[src/rtl/output_mem_read_arbiter.sv]
// Round-robin arbiter sharing the output image memory read port between CPU readback (0) and result streamer (1).
// Latency: request accept edge to rsp_valid is 3 cycles; one transaction in flight, so at best one accept every 4 cycles.
// Backpressure: the response is held in RESPOND until the winner's rsp_ready; no request is accepted meanwhile.
module output_mem_read_arbiter #(
    parameter int ADD_SIZE  = 11,
    parameter int DATA_SIZE = 32
) (
    input  logic                 clk,
    input  logic                 rst,
    input  logic                 req0_valid,
    input  logic [ADD_SIZE-1:0]  req0_addr,
    output logic                 req0_ready,
    output logic                 rsp0_valid,
    output logic [DATA_SIZE-1:0] rsp0_data,
    input  logic                 rsp0_ready,
    input  logic                 req1_valid,
    input  logic [ADD_SIZE-1:0]  req1_addr,
    output logic                 req1_ready,
    output logic                 rsp1_valid,
    output logic [DATA_SIZE-1:0] rsp1_data,
    input  logic                 rsp1_ready,
    output logic                 read_en_out,
    output logic [ADD_SIZE-1:0]  address_out,
    input  logic [DATA_SIZE-1:0] mem_data_in,
    output logic                 busy
);

    typedef enum logic [1:0] {
        IDLE    = 2'd0,
        ISSUE   = 2'd1,
        CAPTURE = 2'd2,
        RESPOND = 2'd3
    } state_t;

    state_t                 state_q, state_d;
    logic                   last_grant_q, last_grant_d;
    logic                   winner_q, winner_d;
    logic [ADD_SIZE-1:0]    addr_q, addr_d;
    logic [DATA_SIZE-1:0]   rsp0_data_q, rsp0_data_d;
    logic [DATA_SIZE-1:0]   rsp1_data_q, rsp1_data_d;
    logic                   grant0, grant1;

    always_ff @(posedge clk) begin
        if (rst) begin
            state_q      <= IDLE;
            last_grant_q <= 1'b1;
            winner_q     <= 1'b0;
            addr_q       <= '0;
            rsp0_data_q  <= '0;
            rsp1_data_q  <= '0;
        end else begin
            state_q      <= state_d;
            last_grant_q <= last_grant_d;
            winner_q     <= winner_d;
            addr_q       <= addr_d;
            rsp0_data_q  <= rsp0_data_d;
            rsp1_data_q  <= rsp1_data_d;
        end
    end

    always_comb begin
        state_d      = state_q;
        last_grant_d = last_grant_q;
        winner_d     = winner_q;
        addr_d       = addr_q;
        rsp0_data_d  = rsp0_data_q;
        rsp1_data_d  = rsp1_data_q;
        req0_ready   = 1'b0;
        req1_ready   = 1'b0;
        // last_grant_q==1 means requester 1 was served last, so 0 wins a tie
        grant0       = req0_valid & (~req1_valid | last_grant_q);
        grant1       = req1_valid & (~req0_valid | ~last_grant_q);

        case (state_q)
            IDLE: begin
                req0_ready = grant0;
                req1_ready = grant1;
                if (grant0) begin
                    addr_d       = req0_addr;
                    winner_d     = 1'b0;
                    last_grant_d = 1'b0;
                    state_d      = ISSUE;
                end else if (grant1) begin
                    addr_d       = req1_addr;
                    winner_d     = 1'b1;
                    last_grant_d = 1'b1;
                    state_d      = ISSUE;
                end
            end
            ISSUE: begin
                state_d = CAPTURE;
            end
            CAPTURE: begin
                if (winner_q) begin
                    rsp1_data_d = mem_data_in;
                end else begin
                    rsp0_data_d = mem_data_in;
                end
                state_d = RESPOND;
            end
            RESPOND: begin
                if (winner_q ? rsp1_ready : rsp0_ready) begin
                    state_d = IDLE;
                end
            end
            default: begin
                state_d = IDLE;
            end
        endcase
    end

    assign read_en_out = (state_q == ISSUE);
    assign address_out = addr_q;
    assign rsp0_valid  = (state_q == RESPOND) & ~winner_q;
    assign rsp1_valid  = (state_q == RESPOND) &  winner_q;
    assign rsp0_data   = rsp0_data_q;
    assign rsp1_data   = rsp1_data_q;
    assign busy        = (state_q != IDLE);

endmodule

[config.mk]
export PLATFORM = sky130hd
export DESIGN_NAME = output_mem_read_arbiter
export DESIGN_NICKNAME = d
export VERILOG_FILES = /design/src/rtl/output_mem_read_arbiter.sv
export SDC_FILE = /design/constraint.sdc
export NUM_CORES = 1
export LEC_CHECK = 0
export ABC_AREA = 1
export CORE_ASPECT_RATIO = 0.9
export CORE_UTILIZATION = 45
export DETAILED_ROUTE_END_ITERATION = 7
export GPL_TIMING_DRIVEN = 0
export HOLD_SLACK_MARGIN = 0.15
export PLACE_DENSITY = 0.85
export SETUP_SLACK_MARGIN = 0.02
export SYNTH_ARGS = -nofsm -noshare
export SYNTH_HDL_FRONTEND = slang
export SYNTH_SLANG_ARGS = --single-unit
[constraint.sdc]
create_clock -name clk -period 2.79 [get_ports clk]
set_input_delay 0.4185 -clock clk [delete_from_list [all_inputs] [get_ports clk]]
set_output_delay 0.4185 -clock clk [all_outputs]
set_load 0.02 [all_outputs]
# Yosys cells after proc, flatten, opt, wreduce, memory -nomap -nowiden
# Cells that the tools add are included.
classes:
  n_eq_ne: 5
  n_mux: 11
  n_bitwise: 10
  n_reduce_logical: 7
op_table:
  columns: ["cell", "count"]
  rows:
  - ["$mux W11", 2]
  - ["$pmux W2 S4", 1]
  - ["$reduce_and A2 Y1", 4]
  - ["$mux W2", 3]
  - ["$mux W1", 5]
  - ["$and A1 B1 Y1", 4]
  - ["$eq A2 B2 Y1 const B", 2]
  - ["$not A1 Y1", 4]
  - ["$reduce_bool A2 Y1", 2]
  - ["$ne A3 B3 Y1 const B", 1]
  - ["$eq A2 B1 Y1 const B", 1]
  - ["$logic_not A2 Y1", 1]
  - ["$ne A2 B2 Y1 const B", 1]
  - ["$or A1 B1 Y1", 2]
totals:
  out_inout_bits: 81
  input_bits: 60
  register_bits: 79

# Longest topological paths before layout
depth:
  word_depth: 6
  depth_mapped: 8
  mapped_depth_nobuf: 7

# Worst setup path after synthesis
# Ideal clock, no wire load.
synth_timing:
  path_type: "register to output"
  start: "register state_q[0]"
  end: "output port req1_ready"
  n_path_buf: 1
  slack_ps: 1284
  arrival_time_ps: 1088
  required_time_ps: 2372
  stages_incl_launch_ff: 6
  cell_sequence: "dfxtp_1 > inv_1 > ha_1 > nand3_2 > buf_4 > inv_1"
synth_via:
  elab_chain_len: 2
synth_rtl:
  columns: ["element", "line_no", "source"]
  rows:
  - ["start, declared", "35", "state_t state_q, state_d;"]
  - ["start signal, assigned", "52", "state_q <= state_d;"]
  - ["$logic_not A2 Y1", "74", "case (state_q)"]
  - ["$mux W1", "74", null]
  - ["end, declared", "18", "output logic req1_ready,"]
# Every way passes these cells.

# Worst setup path after layout
# Ends and elaborated chain as after synthesis.

==> metrics <==
clock period minus worst slack 2520 ps; Mean Syn Cell Area 7.32 um^2; crit path max fanout 10; Avg Vias per Cell 4.83; drt initial violations 90; post-synthesis sequential area ratio 49.9%; number of global-route vias before repair 3148; Vias 3279; Critical Path Start Type register; status finished, final reports clean; sw frac 37.0%; Post-synth EDFFs 0; row cnt 28; CTS tree built; CTS Buffer Depth 2; Post-DP HPWL 6.60 mm; ys flop type dfxtp_1; Post-Route WL 8.81 mm; GRT Resource Usage Total 24.7%; GR Overflow Total 0; Hold-fix buffers, CTS 0; TritonRoute pass-1 iters 4; RSZ-0062 raised after global routing no; Final ANT Viol Nets 0; synth cell count leaders 154 x nor2_1, 79 x dfxtp_1, 51 x o21ai_0, 43 x nand2_1, 28 x nand3_1; Post-Syn Area 0.00317 mm^2; share of the synthesized area in the top cell type 49.9%; first-pass GRT wire length 14.5 mm; core area 0.00669 mm^2; Area contributors post-synth dfxtp_1 50%, nor2_1 18%, o21ai_0 8.1%; final core utilization 73.0%; Residual DRC 0; max-slew violations 0; Leak 2.01 nW; yosys warns 0; # fillers 536; H-tree depth 3; Syn Inst Count 433; CTS root buffer clkbuf_8; Synth cell types 16; flops & latches, synth 79; final count of hold timing violations 0; worst vdd ir 0.522 mV; Worst Max-Slew Pin Slew 440 ps; Total Nets Final 649; clock skew 8.88 ps; max frequency 397 MHz; IO buf count 140; largest area contributor in the netlist dfxtp_1; internal power 2.75 mW; WS Path Type reg -> out; TritonCTS Buffers 9; die area 0.00739 mm^2; Rel. slew slack 70.7%; Setup Buffers After CTS 0; routed len/inst 13.0 um; maxcap violations 0; Mapped Nets 498; CP arrival 2100 ps; die width 90.5 um; Crit. End Element output pin; PostCTS Resize Cnt 0; Final setup viols 0; CP required 2370 ps; Hold Path Cell Cnt 2; top-count cell post-synth nor2_1; Power per Cell Area 895 mW/mm^2; initial antenna violation count 0; n_diodes 0; clock sink total 79; HP Class reg -> reg; # IOs 141; Placer Congestion 0.770; starting density of the core 47.4%; area of the multi-input gates 0.00132 mm^2; Area Growth Syn to Fin 54.0%; fraction of registers with async set/reset 0%; Seq. cell area 0.00158 mm^2; combinational power share 44.4%; clk_lat worst skew 340 ps; clock slew at reported path FFs 80 ps; Clk network pwr share 19.5%; switching power 1.62 mW; Sequential Power Share 36.2%; largest net degree at the start of global routing 14; share of cells above drive strength 1 7.13%; setup TNS 0 ps; minimum hold slack 491 ps; Die H 81.6 um; R2R cell count 6; fin crit share 90.2%
-- flip-flops by register name, indices dropped and copies added (netlist names) --
signal,cells
last_grant_q,1
winner_q,1
address_out,11
state_q,2
rsp1_data,32
rsp0_data,32
-- through the flow --
stage	setup WS, ps	area [um^2]	power (mW)	std cells
4_1_cts	257	4880	4.39	679
6_report	272	4880	4.37	679
3_3_place_gp	379	4680	3.49	663
5_1_grt	150	4880	4.65	679
3_5_place_dp	357	4680	3.54	663
2_1_floorplan	1280	3170	2.69	433
-- cell usage in the layout, fill, tap and decap left out, types with 2 or more instances in the layout --
master           netlist  routed
clkbuf_8               0      10
clkinv_2               0       2
o21ai_0               51      51
buf_4                  7       7
nor2_1               154     154
a21oi_1                3       3
ha_1                   5       5
buf_6                  6       6
clkinv_4               0       2
clkbuf_1               8       9
buf_2                  5       5
nand3_1               28      28
inv_1                 22      22
inv_2                  4       4
dfxtp_1               79      79
nand2_2                3       3
nand3_2                2       2
nand2_1               43      43
o21ai_1               13      13
clkdlybuf4s50_1        0     140
-- logic make-up (layout without fill, tap and decap cells) --
family	after synthesis	after routing	share of synthesized area (%)
AO/OA/AOI/OAI	67	67	10.6
adder cells (fa/ha/maj)	5	5	1.97
buffers and inverters	52	208	8.60
flip-flops	79	79	49.9
AND/OR/NAND/NOR	230	230	29.0
-- cell type report --
| cell class | count | share of cell area [%] |
|---|---|---|
| clock inverter | 5 | 1.18 |
| clock buffer | 11 | 2.90 |
| timing repair buffer | 140 | 28.7 |
| buffer | 26 | 3.59 |
| inverter | 26 | 2.00 |
| tap | 90 | 2.31 |
| multi-input combinational | 302 | 27.0 |
| sequential | 79 | 32.4 |
-- power groups by stage --
stage / clock network (mW) / logic (mW) / registers [mW]
after CTS: 0.860 / 1.95 / 1.58
after global placement: 0 / 1.90 / 1.59
after floorplan: 0 / 0.779 / 1.91
after detailed placement: 0 / 1.94 / 1.60
after global routing: 0.919 / 2.11 / 1.62
final: 0.851 / 1.94 / 1.58
-- worst max-delay path: stages, from the launching register on --
cell	delay, ps
dfxtp_1	350
inv_1	110
ha_1	290
nand3_2	150
buf_4	200
inv_1	50
clkdlybuf4s50_1	590
-- per-layer routing --
layer	up-vias	track usage, %	share of wire (%)
met5	-	0	0
met3	16	6.02	6.7
li1	1665	-	-
met2	125	42.0	46
met1	1473	30.9	46
met4	0	9.03	1.8
-- path summary, 6_finish.rpt --
path                      from            to  slack (ps)
setup / recovery    state_q[0]    req1_ready         270
hold / removal    rsp1_data[4]  rsp1_data[4]         490
setup reg to reg    state_q[0]  rsp1_data[9]        1140
hold reg to reg   rsp1_data[4]  rsp1_data[4]         490
Power figures use the tool's default switching activity.
